==> config.mk <==
export PLATFORM = sky130hd
export DESIGN_NAME = prio_enc_queue
export DESIGN_NICKNAME = d
export VERILOG_FILES = /design/src/rtl/prio_enc_queue.sv
export SDC_FILE = /design/constraint.sdc
export NUM_CORES = 1
export LEC_CHECK = 0
export ABC_CLOCK_PERIOD_IN_PS = 1700
export CAP_MARGIN = 10
export CORE_AREA = 2 2 39 41
export DETAILED_ROUTE_END_ITERATION = 6
export DIE_AREA = 0 0 41 43
export PLACE_DENSITY = 0.68
export SYNTH_ARGS = -nofsm -noshare
export SYNTH_HDL_FRONTEND = slang
export SYNTH_SLANG_ARGS = --single-unit
==> constraint.sdc <==
create_clock -name clk -period 1.7 [get_ports clk]
set_input_delay 0.34 -clock clk [delete_from_list [all_inputs] [get_ports clk]]
set_output_delay 0.34 -clock clk [all_outputs]
set_load 0.02 [all_outputs]
==> src/rtl/prio_enc_queue.sv <==
// prio_enc_queue
//   Registered, handshaked successor to a combinational priority encoder.
//   Request bits are merged into a sticky pending register.
//   One index per valid/ready handshake is emitted, until every set bit has
//   been serialised out.
//   A request that lands on an already-pending bit raises the sticky ovf flag.
//
// Build option:
//   PRIO_ENC_QUEUE_RR_EN  when defined, the winner search starts at a rotating
//                         pointer (round-robin). When undefined, the lowest
//                         pending index always wins and no pointer exists.
//
// Ports:
//   clk        rising-edge clock
//   rst        synchronous active-high reset
//   req_in     N request bits, bit i requests index i
//   req_valid  qualifies req_in
//   out_idx    current winner index (zero-extended to IDX_W)
//   out_valid  out_idx holds a valid winner (this is the HOLD/EMPTY state bit)
//   out_ready  consumer accepts out_idx this cycle
//   pending_o  pending register, for debug
//   ovf        sticky collision flag
//   clr_ovf    clears ovf (a same-cycle collision wins)
module prio_enc_queue #(
  parameter int N     = 5,
  parameter int IDX_W = 3
) (
  input  logic             clk,
  input  logic             rst,
  input  logic [N-1:0]     req_in,
  input  logic             req_valid,
  output logic [IDX_W-1:0] out_idx,
  output logic             out_valid,
  input  logic             out_ready,
  output logic [N-1:0]     pending_o,
  output logic             ovf,
  input  logic             clr_ovf
);

  logic [N-1:0]     pending_q, pending_d;
  logic [IDX_W-1:0] out_idx_q, out_idx_d;
  logic             out_valid_q, out_valid_d;
  logic             ovf_q, ovf_d;

  logic             load;
  logic             have_win;
  logic             grant;
  logic             collision;
  logic [IDX_W-1:0] win_idx;
  logic [N-1:0]     clear_mask;

  // Index of the lowest set bit; 0 when the vector is empty.
  function automatic logic [IDX_W-1:0] lowest_idx(input logic [N-1:0] v);
    logic [IDX_W-1:0] r;
    r = '0;
    for (int i = N - 1; i >= 0; i--) begin
      if (v[i]) r = IDX_W'(i);
    end
    return r;
  endfunction

  function automatic logic [N-1:0] onehot(input logic [IDX_W-1:0] idx);
    logic [N-1:0] r;
    r = '0;
    for (int k = 0; k < N; k++) begin
      if (IDX_W'(k) == idx) r[k] = 1'b1;
    end
    return r;
  endfunction

`ifdef PRIO_ENC_QUEUE_RR_EN
  logic [IDX_W-1:0] ptr_q, ptr_d;
  logic [N-1:0]     rot_pending;

  // (a + b) mod N for a, b < N; the sum fits in IDX_W+1 bits.
  function automatic logic [IDX_W-1:0] wrap_add(input logic [IDX_W-1:0] a,
                                                input logic [IDX_W-1:0] b);
    logic [IDX_W:0] s;
    s = {1'b0, a} + {1'b0, b};
    if (s >= (IDX_W+1)'(N)) s = s - (IDX_W+1)'(N);
    return s[IDX_W-1:0];
  endfunction

  // Rotate pending right by the pointer, so bit 0 of the rotated vector is
  // pending[ptr]. The lowest set rotated bit is then mapped back to an
  // absolute index.
  always_comb begin
    rot_pending = N'({pending_q, pending_q} >> ptr_q);
    win_idx     = wrap_add(lowest_idx(rot_pending), ptr_q);
  end

  always_comb begin
    ptr_d = ptr_q;
    if (grant) ptr_d = wrap_add(win_idx, IDX_W'(1));
  end
`else
  always_comb begin
    win_idx = lowest_idx(pending_q);
  end
`endif

  // Winner comes from the registered pending value only; same-cycle
  // requests are merged afterwards, and a set dominates a clear.
  always_comb begin
    have_win    = |pending_q;
    load        = !out_valid_q || out_ready;
    grant       = load && have_win;
    clear_mask  = grant ? onehot(win_idx) : '0;
    collision   = req_valid && (|(req_in & pending_q & ~clear_mask));

    pending_d   = pending_q & ~clear_mask;
    if (req_valid) pending_d = pending_d | req_in;

    out_valid_d = load ? have_win : out_valid_q;
    out_idx_d   = grant ? win_idx : out_idx_q;

    ovf_d       = ovf_q;
    if (clr_ovf)   ovf_d = 1'b0;
    if (collision) ovf_d = 1'b1;
  end

  // Stage boundary: pending/output/flag registers
  always_ff @(posedge clk) begin
    if (rst) begin
      pending_q   <= '0;
      out_idx_q   <= '0;
      out_valid_q <= 1'b0;
      ovf_q       <= 1'b0;
    end else begin
      pending_q   <= pending_d;
      out_idx_q   <= out_idx_d;
      out_valid_q <= out_valid_d;
      ovf_q       <= ovf_d;
    end
  end

`ifdef PRIO_ENC_QUEUE_RR_EN
  always_ff @(posedge clk) begin
    if (rst) ptr_q <= '0;
    else     ptr_q <= ptr_d;
  end
`endif

  assign out_idx   = out_idx_q;
  assign out_valid = out_valid_q;
  assign pending_o = pending_q;
  assign ovf       = ovf_q;

endmodule

==> results.cfg, run 1 <==
[placed_design]
hpwl_um = 893
port_buffers = 19
gp_congestion = 0.788
dp_slack_ns = 0.100

[power_and_ir_drop]
powerDensity_nw_per_um2 = 801
vdd.ir_drop.worst_mv = 0.330
p_leak_nw = 0.289
finalPower_mw = 0.559

[sta]
worst_slew_pin_slew_ns = 0.354
skew_ns = 0.000366
fin_ws_ns = 0.114
post-route-period-util_pct = 93.3
fin_crit_ns = 1.59
setup_violations = 0
timing.final.max_slew_violations = 0
slew_headroom_pct = 76.3
hold_viol_final = 0
finalSetupTns_ns = 0
rsz0062_at_grt = false
max_freq_mhz = 631

[route]
drt-total-wl_mm = 1.19
drt_iter0_markers = 8
drc = 0
drtAntennaViolNets = 0
drt-pass1-iter-count = 4
wl_per_cell_um = 12.6
vias_per_cell = 5.37
via_count = 505

[floorplanning]
chipHeight_um = 43
num_rows = 14
ios = 20
die_x_um = 41
dieArea_um2 = 1760
start_util_pct = 32.3
coreArea_um2 = 1380

[clocking]
cts_buffers = 3
post-cts-setup-buffers = 0
hold_buffers = 0
clock_sink_count = 10
path_clk_slew_ns = 0.06
tritoncts = yes
ctsLongestPathBuffers = 2
cts_root_buf = clkbuf_4
htreeDepth = 1
clock_latency_ns = 0.26

[global_route]
grt_usage_pct = 16.4
grt_overflow = 0
grt_max_degree = 11
use_met1_pct = 19.4
grt_pass1_wl_mm = 1.95
gr-max-usage-layer = met2
grt_pass1_vias = 463
use_met3_pct = 4.71
antenna_found_initial = 0
met2_usage_pct = 25.6

[yosys]
netlist_top_cells_area = dfxtp_1 (45%), a22oi_1 (6.7%), nor2_1 (6.7%)
ys_ff_latch = 10
syn_nets = 64
synth.distinct_cells = 22
synth-seq-area-share_pct = 44.8
yosysWarnings = 0
avgSynthCellArea_um2 = 8.27
synth_edf_count = 0
synth_top_area_share_pct = 44.8
synth_cells = 54
yosysTopAreaCell = dfxtp_1
dominantRegCellSynth = dfxtp_1
syn-cell-area_um2 = 447
async_flop_share_pct = 0

[flow_run]
max_cap_viol_count = 0

[setup_path]
crit_chain = clkdlybuf4s50_1
cp_slowest_cell = clkdlybuf4s50_1
worstSetupEndpointType = primary output
crit_type = reg2out
critical_path_required_ns = 1.36
crit_family = buffers and inverters
cp-start-kind = register
path_max_fanout = 3
worst-path-buf-inv = 1
crit_arrival_ns = 1.25
max_stage_delay_ns = 0.62

[cells_and_area]
drive_gt1_share_pct = 10.3
fin_nets = 90
n_antenna_cell = 0
syn2layout_area_growth_pct = 56.3
n_fill_cell = 151

[worst_hold_path]
hold_path.class = reg2reg

[outcome]
status = finished clean
==> power breakdown <==
group,total [mW],internal [mW],switching [mW]
registers,0.263,0.249,0.0136
logic,0.140,0.0725,0.0672
clock network,0.157,0.0815,0.0750
total,0.559,0.403,0.156
==> cell usage after synthesis (2+ instances only) <==
| cell | n |
|---|---|
| dfxtp_1 | 10 |
| nor2_1 | 8 |
| nand2_1 | 5 |
| a21oi_1 | 4 |
| a22oi_1 | 4 |
| o21ai_1 | 4 |
| nor2b_1 | 3 |
| nand2b_1 | 2 |
==> layout make-up <==
cell class / count / area (um2) / area share (%)
sequential: 10 / 200 / 28.7
tap: 16 / 20.0 / 2.87
inverter: 1 / 3.75 / 0.538
timing repair buffer: 22 / 213 / 30.5
clock buffer: 3 / 22.5 / 3.23
multi-input combinational: 42 / 239 / 34.2
==> layer usage <==
| layer | vias up | wire length, um |
|---|---|---|
| met5 | - | 0 |
| met4 | 0 | 14 |
| met3 | 2 | 59 |
| met2 | 22 | 574 |
| met1 | 237 | 539 |
| li1 | 244 | - |
==> sequential cells by signal (all words and copies together) (netlist names) <==
register,count
out_valid,1
pending_o,5
ovf,1
out_idx,3
==> metrics by stage <==
step / util [%] / hold slack, ns / instances / cell area, um2
final: 50.5 / 0.508 / 94 / 698
after CTS: 50.3 / 0.510 / 94 / 696
after global routing: 50.5 / 0.562 / 94 / 698
after global placement: 48.8 / 0.484 / 91 / 676
after floorplan: - / 0.476 / 54 / 447
after detailed placement: 48.8 / 0.495 / 91 / 676
==> path summary, 6_finish.rpt <==
check | from | endpoint | slack (ns) | depth (start not counted)
min | out_idx[0] | out_idx[0] | 0.51 | 2
min reg2reg | out_idx[0] | out_idx[0] | 0.51 | 2
max | pending_o[0] | pending_o[0] | 0.11 | 1
max reg2reg | pending_o[2] | out_idx[0] | 0.32 | 4
==> cell families after synthesis <==
family	count (synthesis)	synth area share, %
AOI/OAI and AO/OA	19	27.2
buffers and inverters	2	1.68
DFF	10	44.8
muxes	1	2.24
and+or+nand+nor	22	24.1
==> layout by cell type (no fill, tap or decap), drive strengths merged <==
master	instances
a211oi	1
a21oi	4
a22oi	4
a311oi	1
a31oi	1
and3	1
buf	3
clkbuf	3
clkdlybuf4s50	16
dfxtp	10
dlygate4sd2	2
dlymetal6s2s	1
inv	1
mux2i	1
nand2	5
nand2b	2
nand3	1
nor2	8
nor2b	3
nor3	1
o211ai	1
o21ai	6
o21bai	1
or4	1
==> timing repair <==
action / 4_1_cts / 5_1_grt
endpoints found under the hold margin: 0 / 0
resized for setup: 2 / 1
setup endpoints to repair: 2 / 1
(Power assumes the default switching activity.)
==> inputs of run 2 (changes only) <==
--- a/config.mk
+++ b/config.mk
@@ -8,6 +8,7 @@
 export ABC_CLOCK_PERIOD_IN_PS = 1700
 export CAP_MARGIN = 10
 export CORE_AREA = 2 2 39 41
+export CTS_CLUSTER_DIAMETER = 80
 export DETAILED_ROUTE_END_ITERATION = 6
 export DIE_AREA = 0 0 41 43
 export PLACE_DENSITY = 0.68
==> results of run 2 <==
Final layout, timing and power as in run 1 (identical DEF).
==> RTL edit 1: new RTL, settings of run 1 <==
The option `PRIO_ENC_QUEUE_RR_EN` is turned on by a define.
--- a/src/rtl/prio_enc_queue.sv
+++ b/src/rtl/prio_enc_queue.sv
@@ -23,2 +23,4 @@
 //   clr_ovf    clears ovf (a same-cycle collision wins)
+`define PRIO_ENC_QUEUE_RR_EN
+
 module prio_enc_queue #(
Behaviour: not the same (a bounded check fails within 4 cycles, from zero or initial values and one cycle with rst high).
==> RTL edit 1 against run 1 <==
  * The flow now stops in global placement
  * Synthesized area grew to 2.6 times the old value
==> RTL edit 1: results (changes against run 1) <==
- Top_reg_cell synth: dfxtp_1
- Yosys top cell area share: 22.27% (-23 points)
- Port bufs: 19 (unchanged)
- Fail Step: global placement
- Error: [ERROR GPL-0301] Utilization 112.879 % exceeds 100%.
- Net Count, Synth: 161 (+150%)
- Sequential cell area fraction in the yosys report: 22.27% (-23 points)
- Outcome: aborted with a tool error
- Synth cell types: 49 (+120%)
- Top cells by area, synth: dfxtp_1 22%, ha_1 12%, nor2_1 5.1%
- Async SR Flop Fraction: 0% (unchanged)
- Yosys reg bits: 13 (+3)
- Mapped Avg Cell Area: 8.407 µm² (+1.6%)
- Post-synth top cells: 16 x nor2_1, 13 x dfxtp_1
- Ys Warns: 0 (unchanged)
==> RTL edit 1: changes by cell type after synthesis, sizes merged, moves of 6 or more <==
cell,run 1,this run
a21oi,4,12
ha,0,11
inv,1,12
nand2,5,11
nor2,8,16
==> RTL edit 1: cells by family after synthesis <==
group                      after synthesis  share of synthesized area, %
DFF                                     13                         22.27
muxes                                    8                         8.244
adders and majority gates               12                         13.49
buffers and inverters                   17                         5.673
AOI/OAI and AO/OA                       42                         29.23
and+or+nand+nor                         45                         18.42
xor gates and xnor gates                 2                         2.677
==> RTL edit 2: new RTL, flow settings as in run 1 <==
Without the edit above. `pending_q` no longer has a reset.
--- a/src/rtl/prio_enc_queue.sv
+++ b/src/rtl/prio_enc_queue.sv
@@ -124,3 +124,2 @@
     if (rst) begin
-      pending_q   <= '0;
       out_idx_q   <= '0;
@@ -129,3 +128,2 @@
     end else begin
-      pending_q   <= pending_d;
       out_idx_q   <= out_idx_d;
@@ -134,2 +132,6 @@
     end
+  end
+
+  always_ff @(posedge clk) begin
+    pending_q <= pending_d;
   end
Check against the original RTL: not equivalent (a bounded check fails within 4 cycles, from zero or initial values and one cycle with rst high).
==> RTL edit 2 against run 1 <==
  * Synthesized area is 2.5% lower
  * Worst setup slack better by 0.89 ps
  * Power is 31% higher
  * Sequential cell count stayed put
  * Design area is 2.2% higher
  * Sequential share of layout area is 0.60 points lower
  * Critical path depth stayed put
  * Non-clock buffer count is 1 higher
  * Clock power is 41% higher
  * Critical endpoint is now pending_o[2]
  * Combinational power is 56% higher
  * Wire length is 0.17% higher
==> RTL edit 2: results (changes against run 1) <==
- Outcome: complete, no violations
- Net Count, Synth: 60 (-6.3%)
- Peak VDD IR: 0.0003922 V (+19%)
- Static leakage: 0.2936 nW (+1.6%)
- Met2 global-route usage: 25.00% (-0.62 points)
- Mapped Avg Cell Area: 8.708 µm² (+5.3%)
- Non-clk bufs: 23 (+4.5%)
- Placer Congestion: 0.7785 (-1.1%)
- Met1 usage: 17.48% (-1.9 points)
- Reg2Reg Depth: 5 (+1)
- Post-synth top cells: 10 x dfxtp_1, 6 x nand2_1, 5 x nor2_1
- Top cells by area, synth: dfxtp_1 46%, a22o_1 6.0%, nand2_1 5.2%
- Clkbuf count: 4 (+1)
- Via count: 482 (-4.6%)
- Layout Utilization: 51.54% (+1.1 points)
- Power per Cell Area: 1025 nW/µm² (+28%)
- Int Pwr: 0.0005073 W (+26%)
- DR vias/cell: 5.183 (-3.5%)
- Largest net degree at the start of global routing: 8 (-3)
- FFs & Latches: 10 (unchanged)
- Clk_lat worst skew: 270 ps
- Cts repair resizes: 1 (-1)
- Worst-margin pin slew: 282.9 ps (-71.18 ps)
- DP Wirelength: 909.6 µm (+1.9%)
- Largest stage delay on the critical path: 610 ps
- Placed Cells: 89 (-2.2%)
- Met3 Use GR: 3.665% (-1.0 points)
- Layout cells sized above 1: 12.99% (+2.7 points)
- Fillcell total: 143 (-5.3%)
- Dpl ws: 81.98 ps (-18.11 ps)
- Number of flip-flops in the largest register: 5 (unchanged)
- Nets: 88 (-2.2%)
- Post-Route WL: 1190 µm (+0.17%)
- Multi-input logic cell count: 38 (-9.5%)
- Worst Skew: 2.547 ps (+2.181 ps)
- Area occupied by multi-input gates: 227.7 µm² (-4.7%)
- Vias in the first global route: 452 (-2.4%)
- Inverters: 2 (+1)
- Iteration-0 DRC Markers: 6 (-2)
- Gr usage total: 16.30% (-0.084 points)
- Non-clock buffer share: 31.05% (+0.59 points)
- Clock tree cell share of total cell area: 5.088% (+1.9 points)
- First-pass GRT wire length: 1856 µm (-4.6%)
- Sequential cell area fraction in the yosys report: 45.98% (+1.2 points)
- Clk pwr share: 30.2% (+2.2 points)
- Post-CTS setup buffers: 0 (unchanged)
- Comb pwr: 0.000219 W (+56%)
- Synth cell types: 21 (-4.5%)
- Async SR Flop Fraction: 0% (unchanged)
RTL edit 2: metal layers:
| layer | vias to the layer above | routed length [µm] |
|---|---|---|
| met5 | - | 0 |
| met2 | 21 | 550 |
| li1 | 240 | - |
| met3 | 4 | 90 |
| met4 | 0 | 38 |
| met1 | 217 | 510 |
RTL edit 2: logic make-up after synthesis:
family	synth area share, %
flip-flops	45.98
multiplexers	2.299
AO/OA/AOI/OAI	28.45
AND/OR/NAND/NOR	21.55
buffers and inverters	1.725
RTL edit 2: worst reg2reg max path, cell delays in order, from the launching register on:
cell     delay [ps]
dfxtp_1         310
buf_4           150
or4_4           430
o21ai_2         150
mux2i_1         190
nor2_1           50
RTL edit 2: worst paths after layout:
path,from,end,slack (ps)
setup reg to reg,pending_o[1],out_idx[0],300
hold reg to reg,out_idx[0],out_idx[0],510
hold / removal,out_idx[0],out_idx[0],510
setup / recovery,pending_o[2],pending_o[2],120
